--- config.mk ---
export PLATFORM = sky130hd
export DESIGN_NAME = pc_sequencer
export DESIGN_NICKNAME = d
export VERILOG_FILES = /design/src/rtl/pc_sequencer.sv
export SDC_FILE = /design/constraint.sdc
export NUM_CORES = 1
export LEC_CHECK = 0
export CAP_MARGIN = 20
export CORE_MARGIN = 2
export CORE_UTILIZATION = 55
export DETAILED_ROUTE_END_ITERATION = 12
export GPL_TIMING_DRIVEN = 0
export PLACE_DENSITY = 0.75
export SYNTH_ARGS = -nofsm -noshare
export SYNTH_HDL_FRONTEND = slang
export SYNTH_SLANG_ARGS = --single-unit
--- constraint.sdc ---
create_clock -name clk -period 3.7 [get_ports clk]
set_input_delay 0.37 -clock clk [delete_from_list [all_inputs] [get_ports clk]]
set_output_delay 0.37 -clock clk [all_outputs]
set_load 0.05 [all_outputs]
--- src/rtl/pc_sequencer.sv ---
// Program counter with a hardware return-address stack.
// Supports increment, absolute/relative load, call and return.
module pc_sequencer #(
  parameter int unsigned ADDR_W      = 14,
  parameter logic [ADDR_W-1:0] RESET_VEC = 'h2000,
  parameter int unsigned STACK_DEPTH = 8,
  localparam int unsigned CNT_W = $clog2(STACK_DEPTH + 1)
) (
  input  logic              clk,
  input  logic              rst_n,
  input  logic              enable,
  input  logic              pc_increment,
  input  logic              rel_mode,
  input  logic              call,
  input  logic              ret,
  input  logic              clear_err,
  input  logic [ADDR_W-1:0] address_in,
  output logic [ADDR_W-1:0] address_out,
  output logic [CNT_W-1:0]  stack_count,
  output logic              stack_full,
  output logic              stack_empty,
  output logic              overflow_err,
  output logic              underflow_err
);

  localparam int unsigned PTR_W = $clog2(STACK_DEPTH);
  localparam logic [CNT_W-1:0] FULL_CNT = CNT_W'(STACK_DEPTH);

  logic [ADDR_W-1:0] r_pc;
  logic [CNT_W-1:0]  r_cnt;
  logic              r_oerr;
  logic              r_uerr;
  logic [ADDR_W-1:0] r_stack [STACK_DEPTH];

  logic [ADDR_W-1:0] w_tgt;
  logic [ADDR_W-1:0] w_inc;
  logic [PTR_W-1:0]  w_wr_idx;
  logic [PTR_W-1:0]  w_rd_idx;
  logic              w_full;
  logic              w_empty;
  logic              w_push;

  assign w_full   = (r_cnt == FULL_CNT);
  assign w_empty  = (r_cnt == '0);
  assign w_inc    = r_pc + ADDR_W'(1);
  assign w_tgt    = rel_mode ? (r_pc + address_in) : address_in;
  assign w_wr_idx = PTR_W'(r_cnt);
  assign w_rd_idx = PTR_W'(r_cnt - CNT_W'(1));
  assign w_push   = !ret && call && !w_full;

  always_ff @(posedge clk or negedge rst_n) begin
    if (!rst_n) begin
      r_pc   <= RESET_VEC;
      r_cnt  <= '0;
      r_oerr <= 1'b0;
      r_uerr <= 1'b0;
    end else begin
      // clear first so a same-cycle fault below wins
      if (clear_err) begin
        r_oerr <= 1'b0;
        r_uerr <= 1'b0;
      end
      if (ret) begin
        if (!w_empty) begin
          r_pc  <= r_stack[w_rd_idx];
          r_cnt <= r_cnt - CNT_W'(1);
        end else begin
          r_uerr <= 1'b1;
        end
      end else if (call) begin
        if (!w_full) begin
          r_pc  <= w_tgt;
          r_cnt <= r_cnt + CNT_W'(1);
        end else begin
          r_oerr <= 1'b1;
        end
      end else if (enable) begin
        r_pc <= w_tgt;
      end else if (pc_increment) begin
        r_pc <= w_inc;
      end
    end
  end

  always_ff @(posedge clk) begin
    if (w_push) begin
      r_stack[w_wr_idx] <= w_inc;
    end
  end

  assign address_out   = r_pc;
  assign stack_count   = r_cnt;
  assign stack_full    = w_full;
  assign stack_empty   = w_empty;
  assign overflow_err  = r_oerr;
  assign underflow_err = r_uerr;

endmodule
==> results.json, run 1 <==
{
  "outcome": "finished, final reports clean",
  "path_max_fanout": 10,
  "grt_pass1_wl_mm": 24.1,
  "leakagePower_nw": 2.71,
  "fmax_ghz": 0.285,
  "clockRootBuffer": "clkbuf_16",
  "cts.clk_slew.worst_paths_ps": 60,
  "core-area_sq_mm": 0.0114,
  "path_class": "register to output pin",
  "hold_viol": 0,
  "setup_violations": 0,
  "antenna_found_initial": 0,
  "p_int_mw": 4.36,
  "drtIter0Drc": 511,
  "avgViaCountPerCell": 6.38,
  "syn_to_final_growth_pct": 20.0,
  "critPathMostFrequentCell": "buf_2",
  "clock-sinks": 132,
  "finalCritPeriodShare_pct": 94.7,
  "crit_family": "buffers and inverters",
  "synthTopCellsByArea": "edfxtp_1, mux4_2, dfrtp_1",
  "h-tree-depth": 4,
  "clk_path_buf_depth": 2,
  "slew_violations": 0,
  "slew_headroom_pct": 33.8,
  "diodes": 0,
  "dp_cells": 648,
  "maxCapViolCount": 0,
  "stdcell_count": 680,
  "start_util_pct": 56.2,
  "cp_num_buf_inv": 4,
  "ant_nets": 0,
  "grt_max_degree": 21,
  "drc": 0,
  "critPathArrivalTime_ps": 3140,
  "min_to": "stack_count[1]$_DFFE_PN0P_",
  "fp.dieH_um": 112,
  "synth.most_common_cell": "edfxtp_1",
  "grt_pass1_vias": 4216,
  "drt-total-wl_mm": 15.5,
  "syn-cell-area_sq_mm": 0.00642,
  "io_buffers": 41,
  "hold_path_class": "input port to register",
  "total_power_mw": 7.20,
  "yosysSeqAreaShare_pct": 60.2,
  "pwr-share-comb_pct": 45.5,
  "layout-drive-gt1-share_pct": 16.9,
  "synthArstFlopShare_pct": 15.2,
  "crit_required_ps": 3330,
  "r2r_setup_slack_ps": 230,
  "synth_cell_types": 58,
  "cts_tree": "done",
  "slowest_stage": "clkdlybuf4s50_1",
  "max_stage_delay_ps": 900,
  "period_needed_ps": 3510,
  "synth_area_per_cell_sq_um": 14.0,
  "place_congestion": 0.945,
  "reg2reg_to": "r_stack[3][10]$_DFFE_PP_",
  "drt_first_pass_iters": 7,
  "netSwitchingPower_mw": 2.85,
  "gr-usage-all-layers_pct": 25.8,
  "tightest_slew_ps": 990,
  "die_w_um": 112,
  "final_core_util_pct": 67.4,
  "num_io_pins": 44,
  "start_kind": "register",
  "ys_ff_latch": 132,
  "min_delay_path_depth": 3,
  "cp-end-kind": "output pin",
  "die-area_sq_mm": 0.0126,
  "ys.flop_type": "edfxtp_1",
  "totalNegativeSetupSlack_ps": 0,
  "overflow": 0,
  "syn_inst": 457,
  "wl_per_cell_um": 22.9,
  "insertion_delay_ps": 420,
  "vias": 4335,
  "yosysWarnings": 0,
  "seqPwrFrac_pct": 32.3,
  "vdd_ir_drop_max_mv": 0.566,
  "p_clk_share_pct": 22.3,
  "worstPathCellList": "buf_2 -> buf_2 -> inv_1 -> ha_1 -> nor3b_1 -> clkdlybuf4s50_1",
  "reg2reg_from": "stack_count[0]$_DFFE_PN0P_",
  "num_rows": 39,
  "sw_frac_of_total_pct": 39.5,
  "synth_fp_nets": 496,
  "reg2regPathDepth": 9,
  "synth_top_area_share_pct": 52.4,
  "synth_edf_count": 112,
  "rsz0062_at_grt": "false",
  "final_nets": 563,
  "place_hpwl_mm": 10.8,
  "yosys.area.top_type": "edfxtp_1",
  "worst_hold_startpoint": "call",
  "synth_commonest_cells": "edfxtp_1, nand2_1, nor2_1, o21ai_0",
  "clock_skew_ps": 9.02,
  "power.density_mw_per_mm2": 935,
  "cts_buffers": 17
}
==> power by group through the flow <==
stage                     Combinational, mW  Clock (mW)  Sequential (mW)
final                                  3.27        1.60             2.32
after global routing                   3.51        1.69             2.35
after global placement                 3.11           0             2.32
after floorplan                        1.95           0             2.63
after detailed placement               3.23           0             2.34
after CTS                              3.25        1.62             2.32
==> worst min-delay path: cells and delay by family <==
kind                   cells  cell delay [ps]
buffers and inverters      1              150
AO/OA/AOI/OAI              2              230
==> layout by cell type (no fill, tap or decap), types with 11 or more instances in the layout <==
cell type	count
clkbuf_1	11
nor2_1	28
xnor2_1	16
nand2_1	32
a21oi_1	28
o21ai_0	29
mux2i_1	19
edfxtp_1	112
mux4_2	28
clkdlybuf4s50_1	41
ha_1	16
dfrtp_1	19
clkbuf_16	17
==> kinds of logic (layout without fill, tap and decap cells) <==
kind of cell	Yosys count	after routing	synth area share (%)
buffers and inverters	29	109	2.14
and+or+nand+nor	109	109	8.28
AOI/OAI and AO/OA	102	102	10.1
DFF	132	132	60.2
adders and majority gates	17	17	3.43
xor gates and xnor gates	20	20	2.85
muxes	48	48	13.0
==> sequential cells by signal, summed over array words and instances (netlist names) <==
register       count
address_out       14
r_stack          112
underflow_err      1
overflow_err       1
stack_count        4
==> per-layer routing <==
metal	part of all wire, %	track usage [%]
met1	42	35.7
met2	49	41.5
met3	6.7	4.81
met4	2.4	9.76
met5	0	0
==> what timing repair did <==
action / CTS / global route
hold buffers: 0 / 0
setup buffers: 0 / 0
resized for setup: 0 / 2
endpoints found under the setup margin: 0 / 22
==> layout make-up <==
class,instances,area [sq um]
buffer,21,108
timing repair buffer,48,489
inverter,8,30.0
multi-input combinational,296,2460
clock buffer,18,429
tap,143,179
fill,805,3720
sequential,132,3860
clock inverter,14,138
==> metrics by stage <==
step | hold WS (ps) | worst slack [ps] | instance area (sq um)
6_report | 387 | 195 | 7700
5_1_grt | 424 | 27.1 | 7700
4_1_cts | 369 | 23.2 | 7690
3_5_place_dp | 534 | 49.5 | 7130
3_3_place_gp | 520 | -689 | 7010
2_1_floorplan | 74.4 | 52.1 | 6420
==> how the worst max path moves through the flow <==
| stage | from | end | slack (ps) | depth (start not counted) |
|---|---|---|---|---|
| 3_5_place_dp | stack_count[0]$_DFFE_PN0P_ | r_stack[3][6]$_DFFE_PP_ | 50 | 9 |
| 4_1_cts | stack_count[0]$_DFFE_PN0P_ | r_stack[3][10]$_DFFE_PP_ | 20 | 9 |
| 3_3_place_gp | stack_count[0]$_DFFE_PN0P_ | r_stack[2][6]$_DFFE_PP_ | -690 | 8 |
| 5_1_grt | stack_count[0]$_DFFE_PN0P_ | stack_count[3]$_DFFE_PN0P_ | 30 | 11 |
| 2_1_floorplan | stack_count[0]$_DFFE_PN0P_ | r_stack[2][0]$_DFFE_PP_ | 50 | 8 |
| 6_report | stack_count[0]$_DFFE_PN0P_ | stack_empty | 190 | 6 |
Power figures use the tool's default switching activity.
==> run 2: changes to the inputs <==
REMOVE_ABC_BUFFERS = 1   (was unset)
==> run 2 against run 1 <==
  * Maximum frequency down 3.9%
  * Routed wire length decreased by 2.9%
  * Cell area grew 0.28%
  * Via count shrank 2.7%
  * Sequential share of layout area decreased by 0.12 points
  * Sequential power rose by 3%
  * Clock power up 9%
  * First-iteration DRC count decreased by 12%
  * Register-to-register slack worse by 180 ps
  * Die area unchanged
  * Critical path type is now register to register
  * Largest cell class unchanged
  * Highest routed layer unchanged
==> results.json, run 2 (same netlist as run 1, synthesis figures left out) <==
{
  "sw_frac_of_total_pct": 38.4,
  "slew_violations": 0,
  "total_power_mw": 7.37,
  "post_dp_cell_area_sq_mm": 0.00709,
  "slew_headroom_pct": 34.8,
  "path_class": "register to register",
  "finalCritPeriodShare_pct": 98.6,
  "overflow": 0,
  "ant_nets": 0,
  "grt_pass1_wl_mm": 23.7,
  "antenna_found_initial": 0,
  "netSwitchingPower_mw": 2.83,
  "io_buffers": 43,
  "power.density_mw_per_mm2": 954,
  "fp.dieH_um": 112,
  "setup_ws_ps": 53.6,
  "place_hpwl_mm": 9.89,
  "crit_required_ps": 3830,
  "tightest_slew_ps": 974,
  "start_kind": "register",
  "cp-end-kind": "register",
  "clockRootBuffer": "clkbuf_16",
  "pwr-share-comb_pct": 43.6,
  "fmax_ghz": 0.274,
  "drc": 0,
  "hold_path_class": "input port to async pin",
  "gr-usage-all-layers_pct": 25.3,
  "mostFrequentLayoutCells": "edfxtp_1, clkdlybuf4s50_1, nand2_1, nor2_1, o21ai_0",
  "clock_skew_ps": 9.99,
  "die_w_um": 112,
  "syn_to_final_growth_pct": 20.3,
  "multiInputGateArea_sq_mm": 0.00245,
  "clock-sinks": 132,
  "h-tree-depth": 4,
  "final_area_sq_mm": 0.00772,
  "die-area_sq_mm": 0.0126,
  "num-fill-cells": 777,
  "start_util_pct": 56.2,
  "clk_path_buf_depth": 2,
  "p_int_mw": 4.54,
  "dp_slack_ps": 126,
  "outcome": "finished, final reports clean",
  "vias": 4217,
  "cts.clk_slew.worst_paths_ps": 60,
  "grt_pass1_vias": 4210,
  "vdd_ir_drop_max_mv": 0.550,
  "cts_buffers": 17,
  "cts_tree": "done",
  "final_nets": 549,
  "grt_max_degree": 23,
  "largest_register": "r_stack",
  "largest_register_ffs": 112,
  "wl_per_cell_um": 22.7,
  "drtIter0Drc": 449,
  "drt_first_pass_iters": 7,
  "p_clk_share_pct": 23.8,
  "avgViaCountPerCell": 6.33,
  "period_needed_ps": 3650,
  "path_max_fanout": 22,
  "rsz0062_at_grt": "true",
  "setup_violations": 0,
  "place_congestion": 0.866,
  "final_common_cell": "edfxtp_1",
  "num_rows": 39,
  "num_io_pins": 44,
  "maxCapViolCount": 0,
  "layout-drive-gt1-share_pct": 16.4,
  "diodes": 0,
  "hold_viol": 0,
  "postCtsHoldBufs": 0,
  "insertion_delay_ps": 420,
  "critPathArrivalTime_ps": 3780,
  "ff_latch_area_sq_mm": 0.00387,
  "seqPwrFrac_pct": 32.6,
  "leakagePower_nw": 2.73,
  "core-area_sq_mm": 0.0114,
  "drt-total-wl_mm": 15.1
}
## run 2: what timing repair did
item	4_1_cts	5_1_grt
endpoints found under the setup margin	0	44
resized for setup	0	2
buffers inserted	0	0
## run 2: layout make-up
cell class,count,share of cell area (%)
flip-flops and latches,132,50.1
multi-input cells,296,31.8
repair buffers,55,7.53
clock buffers,19,5.61
clock inverters,13,2.33
well taps,143,2.32
inverters,8,0.389
## run 2: critical path: stages, from the launching register on
cell and delay, ps:
dfrtp_2 720, buf_12 270, inv_1 110, ha_1 330, nand2_1 180, o211ai_1 330
or2_2 490, nor2_1 650, buf_6 240
## run 2: layer usage
metal  vias up  track usage (%)  part of all wire (%)  routed length, um
li1       1919                -                     -                  -
met1      2119             33.3                    43               6500
met2       154             41.8                    50               7540
met3        25             5.99                   5.1                777
met4         0             8.86                   1.8                279
met5         -                0                     0                  0
## run 2: power groups by stage
stage          clock network, mW  logic (mW)  registers [mW]
4_1_cts                     1.76        3.18            2.40
3_5_place_dp                   0        3.13            2.41
2_1_floorplan                  0        1.80            2.72
6_report                    1.75        3.22            2.40
3_3_place_gp                   0        2.87            2.44
5_1_grt                     1.82        3.44            2.44
## run 2: final timing paths
path                       depth (start not counted)                    endpoint                        from  slack, ps
setup / recovery                                   8    r_stack[3][11]$_DFFE_PP_  stack_count[0]$_DFFE_PN0P_         50
hold / removal                                     1  stack_count[1]$_DFFE_PN0P_                       rst_n        480
setup reg to reg                                   8    r_stack[3][11]$_DFFE_PP_  stack_count[0]$_DFFE_PN0P_         50
hold reg to reg                                    2     underflow_err$_DFF_PN0_     underflow_err$_DFF_PN0_        570
max in group asynchronous                          1  stack_count[0]$_DFFE_PN0P_                       rst_n       2560
min in group clk                                   2     underflow_err$_DFF_PN0_                   clear_err        550
## run 2: per-stage QoR
step | utilization, % | TNS (ps) | hold WS (ps) | std cells
finish | 67.6 | 0 | 481 | 666
detailed placement | 62.1 | 0 | 557 | 633
global route | 67.6 | -2580 | 552 | 666
global placement | 60.6 | -177390 | 520 | 622
floorplan | - | -54830 | 74.4 | 436
CTS | 67.5 | 0 | 509 | 665
